### src/rtl/cpu_control_pkg.sv
// Shared definitions for the cpu_control sequencer: step encoding, opcodes and
// instruction field positions.
package cpu_ctrl_pkg;

   typedef enum logic [1:0] {
      T0 = 2'd0,
      T1 = 2'd1,
      T2 = 2'd2,
      T3 = 2'd3
   } state_t;

   localparam logic [2:0] OP_MV  = 3'b000;
   localparam logic [2:0] OP_MVI = 3'b001;
   localparam logic [2:0] OP_ADD = 3'b010;
   localparam logic [2:0] OP_SUB = 3'b011;

   localparam int IR_W      = 9;
   localparam int OP_MSB    = 8;
   localparam int OP_LSB    = 6;
   localparam int RX_MSB    = 5;
   localparam int RX_LSB    = 3;
   localparam int RY_MSB    = 2;
   localparam int RY_LSB    = 0;
   localparam int REG_IDX_W = 3;
   localparam int NUM_REGS  = 8;

   function automatic logic is_alu_op(input logic [2:0] op);
      return (op == OP_ADD) || (op == OP_SUB);
   endfunction

   // Opcodes 100..111 have no defined meaning and execute as a one-step NOP.
   function automatic logic is_reserved(input logic [2:0] op);
      return op[2];
   endfunction

endpackage

### src/rtl/cpu_control_if.sv
// Control/bus handshake between the sequencer (master) and the datapath (slave).
// The illegal flag exists only when CPU_CTRL_ILLEGAL_FLAG_EN is defined.
interface cpu_control_if #(
   parameter int DW   = 16,
   parameter int NREG = 8
);
   logic            run;
   logic [DW-1:0]   din;
   logic            irin;
   logic [NREG-1:0] rin;
   logic [NREG-1:0] rout;
   logic            ain;
   logic            gin;
   logic            gout;
   logic            dinout;
   logic            sub;
   logic            done;
`ifdef CPU_CTRL_ILLEGAL_FLAG_EN
   logic            illegal;

   modport master (
      input  run, din,
      output irin, rin, rout, ain, gin, gout, dinout, sub, done, illegal
   );
   modport slave (
      output run, din,
      input  irin, rin, rout, ain, gin, gout, dinout, sub, done, illegal
   );
`else
   modport master (
      input  run, din,
      output irin, rin, rout, ain, gin, gout, dinout, sub, done
   );
   modport slave (
      output run, din,
      input  irin, rin, rout, ain, gin, gout, dinout, sub, done
   );
`endif
endinterface

### src/rtl/cpu_control_dec3to8.sv
// 3-to-8 one-hot decoder with enable, used for register load/drive selection.
module dec3to8
   import cpu_ctrl_pkg::*;
(
   input  logic [REG_IDX_W-1:0] i_idx,
   input  logic                 i_en,
   output logic [NUM_REGS-1:0]  o_onehot
);

   always_comb begin
      o_onehot = '0;
      if (i_en) o_onehot[i_idx] = 1'b1;
   end

endmodule

### src/rtl/cpu_control.sv
// Instruction sequencer: fetches a 9-bit instruction and steps T0..T3 issuing
// one-hot control words. Optional sticky illegal flag: CPU_CTRL_ILLEGAL_FLAG_EN.
module cpu_control
   import cpu_ctrl_pkg::*;
#(
   parameter int NREG = 8,
   parameter int DW   = 16
)(
   input  logic clock,
   input  logic reset,
   cpu_control_if.master bus
);

   state_t              r_state;
   state_t              w_next;
   logic [IR_W-1:0]     r_ir;
   logic [2:0]          w_op;
   logic [2:0]          w_rx;
   logic [2:0]          w_ry;
   logic                w_rin_en;
   logic                w_rout_en;
   logic [2:0]          w_rin_idx;
   logic [2:0]          w_rout_idx;
   logic [NREG-1:0]     w_rin;
   logic [NREG-1:0]     w_rout;
   logic                w_irin;
   logic                w_ain;
   logic                w_gin;
   logic                w_gout;
   logic                w_dinout;
   logic                w_sub;
   logic                w_done;
   logic                w_unused_din_hi;

   // Upper din bits carry immediates for the datapath; the decoder never looks at them.
   assign w_unused_din_hi = ^bus.din[DW-1:IR_W];

   assign w_op = r_ir[OP_MSB:OP_LSB];
   assign w_rx = r_ir[RX_MSB:RX_LSB];
   assign w_ry = r_ir[RY_MSB:RY_LSB];

   always_ff @(posedge clock) begin
      if (reset) begin
         r_state <= T0;
         r_ir    <= '0;
      end else begin
         r_state <= w_next;
         if (w_irin) r_ir <= bus.din[IR_W-1:0];
      end
   end

   always_comb begin
      w_next = r_state;
      case (r_state)
         T0:      if (bus.run) w_next = T1;
         T1:      w_next = is_alu_op(w_op) ? T2 : T0;
         T2:      w_next = T3;
         T3:      w_next = T0;
         default: w_next = T0;
      endcase
   end

   always_comb begin
      w_irin     = 1'b0;
      w_rin_en   = 1'b0;
      w_rin_idx  = w_rx;
      w_rout_en  = 1'b0;
      w_rout_idx = w_rx;
      w_ain      = 1'b0;
      w_gin      = 1'b0;
      w_gout     = 1'b0;
      w_dinout   = 1'b0;
      w_sub      = 1'b0;
      w_done     = 1'b0;
      case (r_state)
         T0: w_irin = bus.run;
         T1: begin
            case (w_op)
               OP_MV: begin
                  w_rout_en  = 1'b1;
                  w_rout_idx = w_ry;
                  w_rin_en   = 1'b1;
                  w_done     = 1'b1;
               end
               OP_MVI: begin
                  w_dinout = 1'b1;
                  w_rin_en = 1'b1;
                  w_done   = 1'b1;
               end
               OP_ADD, OP_SUB: begin
                  w_rout_en = 1'b1;
                  w_ain     = 1'b1;
               end
               default: w_done = 1'b1;
            endcase
         end
         T2: begin
            if (is_alu_op(w_op)) begin
               w_rout_en  = 1'b1;
               w_rout_idx = w_ry;
               w_gin      = 1'b1;
               w_sub      = w_op[0];
            end
         end
         T3: begin
            w_gout   = 1'b1;
            w_rin_en = 1'b1;
            w_done   = 1'b1;
         end
         default: ;
      endcase
   end

   dec3to8 u_dec_rin (
      .i_idx    (w_rin_idx),
      .i_en     (w_rin_en),
      .o_onehot (w_rin)
   );

   dec3to8 u_dec_rout (
      .i_idx    (w_rout_idx),
      .i_en     (w_rout_en),
      .o_onehot (w_rout)
   );

   assign bus.irin   = w_irin;
   assign bus.rin    = w_rin;
   assign bus.rout   = w_rout;
   assign bus.ain    = w_ain;
   assign bus.gin    = w_gin;
   assign bus.gout   = w_gout;
   assign bus.dinout = w_dinout;
   assign bus.sub    = w_sub;
   assign bus.done   = w_done;

`ifdef CPU_CTRL_ILLEGAL_FLAG_EN
   logic r_illegal;

   // Raised on the edge that leaves T1 of a reserved opcode; only reset clears it.
   always_ff @(posedge clock) begin
      if (reset)                                      r_illegal <= 1'b0;
      else if (r_state == T1 && is_reserved(w_op))    r_illegal <= 1'b1;
   end

   assign bus.illegal = r_illegal;
`else
   // Reserved opcodes execute as silent NOPs with no flag.
`endif

endmodule

### src/flat_wrapper.sv
// flat-port wrapper written by rule: the top's interface ports become plain ports
module cpu_control_flat import cpu_ctrl_pkg::*;
#(
   parameter int NREG = 8,
   parameter int DW   = 16
)
  (clock, reset, bus_run, bus_din, bus_irin, bus_rin, bus_rout, bus_ain, bus_gin, bus_gout, bus_dinout, bus_sub, bus_done);
  cpu_control_if #(.DW(DW), .NREG(NREG)) bus_i ();
  input  logic clock;
  input  logic reset;
  input wire logic [$bits(bus_i.run)-1:0] bus_run;
  input wire logic [$bits(bus_i.din)-1:0] bus_din;
  output wire logic [$bits(bus_i.irin)-1:0] bus_irin;
  output wire logic [$bits(bus_i.rin)-1:0] bus_rin;
  output wire logic [$bits(bus_i.rout)-1:0] bus_rout;
  output wire logic [$bits(bus_i.ain)-1:0] bus_ain;
  output wire logic [$bits(bus_i.gin)-1:0] bus_gin;
  output wire logic [$bits(bus_i.gout)-1:0] bus_gout;
  output wire logic [$bits(bus_i.dinout)-1:0] bus_dinout;
  output wire logic [$bits(bus_i.sub)-1:0] bus_sub;
  output wire logic [$bits(bus_i.done)-1:0] bus_done;
  assign bus_i.run = bus_run;
  assign bus_i.din = bus_din;
  assign bus_irin = bus_i.irin;
  assign bus_rin = bus_i.rin;
  assign bus_rout = bus_i.rout;
  assign bus_ain = bus_i.ain;
  assign bus_gin = bus_i.gin;
  assign bus_gout = bus_i.gout;
  assign bus_dinout = bus_i.dinout;
  assign bus_sub = bus_i.sub;
  assign bus_done = bus_i.done;
  cpu_control #(.NREG(NREG), .DW(DW)) u_core (.clock(clock), .reset(reset), .bus(bus_i));
endmodule
### config.mk
export PLATFORM = sky130hd
export DESIGN_NAME = cpu_control_flat
export DESIGN_NICKNAME = d
export VERILOG_FILES = /design/src/rtl/cpu_control_pkg.sv /design/src/rtl/cpu_control_if.sv /design/src/rtl/cpu_control_dec3to8.sv /design/src/rtl/cpu_control.sv /design/src/flat_wrapper.sv
export SDC_FILE = /design/constraint.sdc
export NUM_CORES = 1
export LEC_CHECK = 0
export CAP_MARGIN = 20
export CORE_MARGIN = 10
export CORE_UTILIZATION = 39
export CTS_CLUSTER_SIZE = 28
export DETAILED_ROUTE_END_ITERATION = 16
export PLACE_DENSITY_LB_ADDON = 0.08
export SETUP_SLACK_MARGIN = 0.5
export SLEW_MARGIN = 0
export SYNTH_ARGS = -nofsm -noshare
export SYNTH_HDL_FRONTEND = slang
export SYNTH_HIERARCHICAL = 1
export SYNTH_SLANG_ARGS = --single-unit
export TNS_END_PERCENT = 5
### constraint.sdc
create_clock -name clock -period 3.22 [get_ports clock]
set_clock_uncertainty 0.2 [all_clocks]
set_input_delay 0.966 -clock clock [delete_from_list [all_inputs] [get_ports clock]]
set_output_delay 0.966 -clock clock [all_outputs]
set_load 0.01 [all_outputs]
==> results.ini, run 1 <==
[drt]
antenna_left = 0
first_iter_violations = 25
detail_route.wl_per_cell_um = 16.8
drt_pre_antenna_iters = 4
wirelength_um = 2920
route.detailed.drc = 0
viasPerCell = 5.36
vias = 932

[timing]
post-route-worst-setup-slack_ns = 0.00434
fmax_mhz = 311
timing.max_slew.rel_slack_pct = 73.0
hold_slack_ns = 0.292
final-setup-viol-count = 0
slew_viol_final = 0
setup_repair_after_global_routing_missed_its_margin = yes
period_share_pct = 99.9
final.min_clock_period_ns = 3.22
worst-slew-pin-transition_ns = 0.404
final_hold_viol_count = 0

[worst_setup_path]
cp_data_arrival_time_ns = 2.05
worstPathCellList = inv_4, ha_4, or3b_4, a21oi_4, a22o_4, buf_6, and4bb_2, buf_6
path_depth_of_the_worst_reg2reg_path = 7
required_worst_endpoint_ns = 2.05
critPathMaxStageDelay_ns = 0.39
critical_path_class = flip-flop to output pin
crit_path_max_fanout = 3
r2r_slack_ns = 1.70
worst_setup_path_end_kind = output pin
critical_path.slowest_cell = or3b_4
crit_path_frequent_cell = buf_6
setup.worst_path.start_class = flip-flop
r2r_end = u_core/r_state[0]$_SDFFE_PP0P_
worst_setup_path_endpoint = bus_rout[4]

[global_routing]
grt_use_met1_pct = 13.0
global_route.usage.met3_pct = 3.90
groute.layer.met2.usage_pct = 21.2
globalRouteOverflowTotal = 0
vias_in_the_first_global_route = 973
antenna_found_initial = 0
grt.total_usage_pct = 12.2
grt.busiest_layer = met2
grt_first_pass_wirelength_um = 4340
largest_net_degree_at_the_start_of_global_routing = 12

[yosys]
postSynth.asyncResetShare_pct = 0
avgSynthCellArea_um2 = 8.51
yosys.area.top_type_share_pct = 27.2
dominantRegCellSynth = dfxtp_1
flops_latches_synth = 11
synth-warning-count = 6
synthDominantAreaCellType = dfxtp_1
netlist-cell-type-count = 31
mappedNetlistNets = 119
synth-edff-count = 0
post_synth_main_area_contributors = dfxtp_1 (27%), nand2_1 (9.3%), ha_1 (7.7%)
synth-seq-area-share_pct = 27.2
mappedNetlistArea_um2 = 808
synthCells = 95

[final_layout]
antennaDiodeCount = 0
finalInstanceArea_um2 = 1460
nFillCells = 167
multiInputGateArea_um2 = 699
nets_final = 172
ff_latch_area_um2 = 231
area_delta_synth_final_pct = 80.2
drive_gt1_share_pct = 49.0

[floorplan]
die-width_um = 65.5
start_util_pct = 41.2
core_um2 = 1960
rows = 16
top_level_ports = 42
die_y_um = 65.5
floorplan.die_area_um2 = 4290

[clock_tree]
numClockSinks = 11
cts_inserted_buffers = 3
maximum_number_of_buffers_from_clock_root_to_sink = 2
ctsHtreeMaxLevel = 1
clockRootBuffer = clkbuf_4
cts_hold_fix_bufs = 0
clk_latency_ns = 0.26
tritoncts = yes
clk_transition_reported_paths_ns = 0.07

[power_and_ir_drop]
report.power.total_uw = 413
power.switching_fraction_pct = 32.9
combPwrFrac_pct = 38.3
power_frac_seq_pct = 39.5
power-per-cell-area_nw_per_um2 = 284
p_leak_nw = 0.729
power.ir.vdd_worst_mv = 0.274
switching_power_uw = 136
p_clk_share_pct = 22.1
cellInternalPower_uw = 277

[placed_design]
port-buffer-count = 34
place_ws_ns = -0.0809
gp_congestion = 0.746
hpwlAfterDp_um = 1870
post_dp_cell_area_um2 = 1300

[run]
maximum_capacitance_violations = 0

[min_path]
timing.hold.worst.class = flip-flop to flip-flop

[run_status]
status = completed

-- per-stage QoR --
stage	utilization (%)	cells	TNS (ns)
CTS	71.8	174	0
global placement	66.5	164	-0.254
floorplan	-	95	0
finish	74.2	174	0
detailed placement	66.5	164	-0.510
global route	74.2	174	-0.276
-- power groups by stage --
| stage | registers, mW | logic (mW) | clock network [mW] |
|---|---|---|---|
| detailed placement | 0.164 | 0.129 | 0 |
| finish | 0.163 | 0.158 | 0.0915 |
| global placement | 0.162 | 0.125 | 0 |
| global route | 0.165 | 0.171 | 0.102 |
| CTS | 0.161 | 0.146 | 0.0936 |
| floorplan | 0.160 | 0.0740 | 0 |
-- logic make-up (layout without fill, tap and decap cells) --
logic type | Yosys count | count (layout) | synth area share [%]
compound gates | 21 | 21 | 16.9
fa+ha+maj | 5 | 5 | 7.74
buf+inv | 8 | 60 | 4.64
flops | 11 | 11 | 27.2
simple gates | 50 | 50 | 43.5
-- worst min path at each step --
stage	depth (start not counted)	to	slack [ns]	startpoint
global placement	2	u_core/r_ir[1]$_SDFFE_PP0P_	0.27	u_core/r_ir[1]$_SDFFE_PP0P_
detailed placement	2	u_core/r_ir[1]$_SDFFE_PP0P_	0.28	u_core/r_ir[1]$_SDFFE_PP0P_
finish	2	u_core/r_ir[2]$_SDFFE_PP0P_	0.29	u_core/r_ir[2]$_SDFFE_PP0P_
CTS	2	u_core/r_ir[1]$_SDFFE_PP0P_	0.29	u_core/r_ir[1]$_SDFFE_PP0P_
global route	2	u_core/r_ir[2]$_SDFFE_PP0P_	0.32	u_core/r_ir[2]$_SDFFE_PP0P_
floorplan	2	u_core/r_ir[0]$_SDFFE_PP0P_	0.25	u_core/r_ir[0]$_SDFFE_PP0P_
-- synth_stat cells, types with 2 or more instances --
master and count:
a21oi_1 11, nand2_1 20, nand2b_1 2, o31ai_1 2
and4b_2 5, inv_1 5, and4bb_1 2, and4_2 2
ha_1 5, nor4b_2 2, nor4_1 2, dfxtp_1 11
a22o_2 3, and4bb_2 4, nor2_1 3
-- area by class of cell --
type,instances,area share (%)
clock buffer,4,1.80
inverter,6,1.89
timing repair buffer,50,30.1
multi-input combinational,76,48.0
sequential,11,15.9
tap,27,2.32
-- layer usage --
layer	vias to the layer above	share of wire, %	wire [um]
li1	456	-	-
met1	436	39	1150
met2	34	51	1480
met3	6	8.1	235
met4	0	1.8	53
met5	-	0	0
-- registers in the layout, indices dropped and copies added (netlist names), named ones only --
signal	count
u_core/r_ir	9
u_core/r_state	1
-- worst max-delay path: cells and delay by family (launching register included) --
family | cells | cell delay, ns
AOI/OAI and AO/OA | 2 | 0.38
adders and majority gates | 1 | 0.14
buffers and inverters | 3 | 0.29
DFF | 1 | 0.37
and+or+nand+nor | 2 | 0.61
-- cell usage in the layout, fill, tap and decap left out, types with 2 or more instances in the layout --
| cell | Yosys | layout |
|---|---|---|
| nor4b_4 | 0 | 2 |
| inv_1 | 5 | 3 |
| and4bb_1 | 2 | 2 |
| and4b_2 | 5 | 5 |
| nand2_1 | 20 | 18 |
| inv_4 | 0 | 2 |
| buf_4 | 0 | 14 |
| and4_2 | 2 | 2 |
| buf_2 | 0 | 9 |
| nor2_1 | 3 | 2 |
| nand2_2 | 0 | 2 |
| dfxtp_1 | 11 | 8 |
| dfxtp_4 | 0 | 3 |
| clkdlybuf4s50_1 | 0 | 10 |
| ha_4 | 0 | 3 |
| clkbuf_4 | 0 | 3 |
| a21oi_1 | 11 | 11 |
| clkbuf_2 | 0 | 2 |
| buf_6 | 1 | 8 |
| a22o_4 | 0 | 3 |
| dlymetal6s2s_1 | 0 | 7 |
| and4bb_2 | 4 | 4 |
| ha_1 | 5 | 2 |
-- timing repair --
item | 4_1_cts | 5_1_grt
buffers inserted | 6 | 0
gates resized for setup | 56 | 48
endpoints found under the setup margin | 22 | 23
pin swaps | 7 | 3
Power figures use the tool's default switching activity.
==> run 2: changes to the inputs <==
Settings changed: CORE_MARGIN 10 to 4.
==> run 2 against run 1 <==
Net effect:
- the flow now finishes with violations (negative setup slack)
- via count fell by 0.64%
- non-clock buffer count unchanged
- register-to-register slack gained 0.02 ns
- maximum frequency decreased by 1.6%
- sequential share of layout area is essentially flat
- sequential power is essentially flat
- global-route usage increased by 3.8 points
==> results.ini, run 2 (same netlist as run 1, synthesis figures left out) <==
[run_status]
status = finished with violations
failed_checks = negative setup slack

[min_path]
hold_path_depth = 2  ; unchanged
timing.hold.worst.class = flip-flop to flip-flop
hold_endpoint = u_core/r_ir[0]$_SDFFE_PP0P_
worst_hold_startpoint = u_core/r_ir[0]$_SDFFE_PP0P_

[floorplan]
core_um2 = 1960  ; unchanged
die_y_um = 53.5  ; -18%
rows = 16  ; unchanged
floorplan.die_area_um2 = 2860  ; -33%
start_util_pct = 41.2  ; unchanged
top_level_ports = 42  ; unchanged
die-width_um = 53.5  ; -18%

[clock_tree]
clk_transition_reported_paths_ns = 0.07  ; about the same
cts_hold_fix_bufs = 0  ; unchanged
tritoncts = yes
maximum_number_of_buffers_from_clock_root_to_sink = 2  ; unchanged
cts_inserted_buffers = 3  ; unchanged
clockRootBuffer = clkbuf_4
clk_latency_ns = 0.26  ; about the same
ctsHtreeMaxLevel = 1  ; unchanged
numClockSinks = 11  ; unchanged

[worst_setup_path]
critPathMaxStageDelay_ns = 0.39  ; about the same
cp.buffers_inverters = 3  ; unchanged
cp_delay_by_family_top = simple AND/OR/NAND/NOR gates
crit_path_max_fanout = 7  ; +4
r2r_end = u_core/r_ir[3]$_SDFFE_PP0P_
setup.worst_path.start_class = flip-flop
critical_path_class = flip-flop to output pin
crit_path_frequent_cell = buf_6
cp.depth = 8  ; unchanged
path_depth_of_the_worst_reg2reg_path = 8  ; +1
worstPathCellList = inv_4, ha_4, or3b_4, a21oi_4, a22o_4, buf_6, and4bb_2, buf_6
critical_path.slowest_cell = or3b_4
cp_data_arrival_time_ns = 2.10  ; +0.05 ns
worst_setup_path_end_kind = output pin
r2r_slack_ns = 1.72  ; +0.02 ns
required_worst_endpoint_ns = 2.05  ; about the same

[timing]
fmax_mhz = 306  ; -1.6%
post-route-worst-setup-slack_ns = -0.0480  ; -0.0524 ns
tns_ns = -0.0663  ; -0.0663 ns
setup_repair_after_global_routing_missed_its_margin = yes
hold_slack_ns = 0.280  ; -0.0118 ns
final_hold_viol_count = 0  ; unchanged
final-setup-viol-count = 3  ; +3
slew_viol_final = 0  ; unchanged
worst-slew-pin-transition_ns = 0.386  ; -0.0187 ns
period_share_pct = 101  ; +1.6 points
timing.max_slew.rel_slack_pct = 74.2  ; +1.3 points
final.min_clock_period_ns = 3.27  ; +0.0524 ns

[placed_design]
hpwlAfterDp_um = 1670  ; -11%
gp_congestion = 0.694  ; -6.9%
port-buffer-count = 34  ; unchanged
placedCellCount = 165  ; +0.61%

[final_layout]
area_delta_synth_final_pct = 78.6
nFillCells = 166  ; -0.60%
final_cell_mix = nand2_1 (19), buf_4 (13), a21oi_1 (11)
final_cell_count_no_fill = 174  ; unchanged
ff_latch_area_um2 = 229  ; -1.1%
largest_register_ff_count = 9  ; unchanged
nets_final = 172  ; unchanged
antennaDiodeCount = 0  ; unchanged
regMostFlops = u_core/r_ir
multiInputGateArea_um2 = 687  ; -1.8%
largest_regs = u_core/r_ir: 9 flops, u_core/r_state: 1 flops
drive_gt1_share_pct = 47.6  ; -1.4 points
layout_commonest_cell = nand2_1

[drt]
route.detailed.drc = 0  ; unchanged
vias = 926  ; -0.64%
detail_route.wl_per_cell_um = 13.8  ; -18%
drt_pre_antenna_iters = 4  ; unchanged
first_iter_violations = 17  ; -32%
wirelength_um = 2400  ; -18%
viasPerCell = 5.32  ; -0.64%
antenna_left = 0  ; unchanged

[power_and_ir_drop]
power-per-cell-area_nw_per_um2 = 280  ; -1.2%
power.ir.vdd_worst_mv = 0.266  ; -2.9%
p_leak_nw = 0.640  ; -12%
report.power.total_uw = 405  ; -2.0%

[run]
maximum_capacitance_violations = 0  ; unchanged

[global_routing]
largest_net_degree_at_the_start_of_global_routing = 12  ; unchanged
globalRouteOverflowTotal = 0  ; unchanged
antenna_found_initial = 0  ; unchanged
vias_in_the_first_global_route = 778  ; -20%
grt_first_pass_wirelength_um = 3370  ; -22%
grt.total_usage_pct = 16.0  ; +3.8 points

## run 2: cell count changes in the layout (fill, tap and decap cells not counted), sizes merged
cell           delta
dlygate4sd2       +5
inv               -1
dlymetal6s2s      -6
buf               -1
clkdlybuf4s15     +3
clkinv            +1
clkbuf            -1
## run 2: power by group
part | total, mW | internal (mW) | switching, mW | leakage [nW]
logic | 0.152 | 0.0811 | 0.0709 | 0.533
registers | 0.162 | 0.145 | 0.0165 | 0.0920
clock network | 0.0912 | 0.0479 | 0.0433 | 0.0150
## run 2: cell type report
type | count | share of cell area, %
Sequential cell | 11 | 15.9
Timing Repair Buffer | 50 | 30.5
Clock buffer | 4 | 1.82
Multi-Input combinational cell | 76 | 47.6
Tap cell | 27 | 2.34
Inverter | 6 | 1.91
## run 2: worst max path at each step
stage,startpoint,end,slack (ns)
2_1_floorplan,flip-flop,bus_rout[4],0.50
3_3_place_gp,bus_run,bus_irin,-0.07
3_5_place_dp,bus_run,bus_irin,-0.07
4_1_cts,flip-flop,bus_rout[4],-0.01
5_1_grt,flip-flop,bus_rout[4],-0.12
6_report,flip-flop,bus_rout[4],-0.05
## run 2: repair_timing
| item | 4_1_cts | 5_1_grt |
|---|---|---|
| endpoints found under the setup margin | 22 | 18 |
| setup buffers | 3 | 2 |
| gates resized for setup | 95 | 8 |
| pin swaps | 10 | 11 |
## run 2: worst reg2reg max path, cell delays in order (launching register included)
cell and delay (ns):
dfxtp_4 0.38, inv_4 0.05, buf_4 0.13, ha_4 0.16
nand2_2 0.08, clkinv_1 0.07, buf_4 0.16, nand2_1 0.08
a21oi_1 0.07
## run 2: metrics by stage
stage          cell area (um2)  worst slack, ns  utilization [%]
2_1_floorplan              870            0.504                -
3_3_place_gp              1310          -0.0661             66.8
3_5_place_dp              1310          -0.0681             66.8
4_1_cts                   1410         -0.00986             71.7
5_1_grt                   1440           -0.117             73.6
6_report                  1440          -0.0480             73.6
## run 2: routing by layer
metal | GRT usage (%) | routed length [um] | vias up
met5 | 0 | 0 | -
met4 | 7.66 | 31 | 0
met3 | 1.41 | 219 | 6
met2 | 27.8 | 1170 | 37
met1 | 19.7 | 980 | 424
li1 | - | - | 459
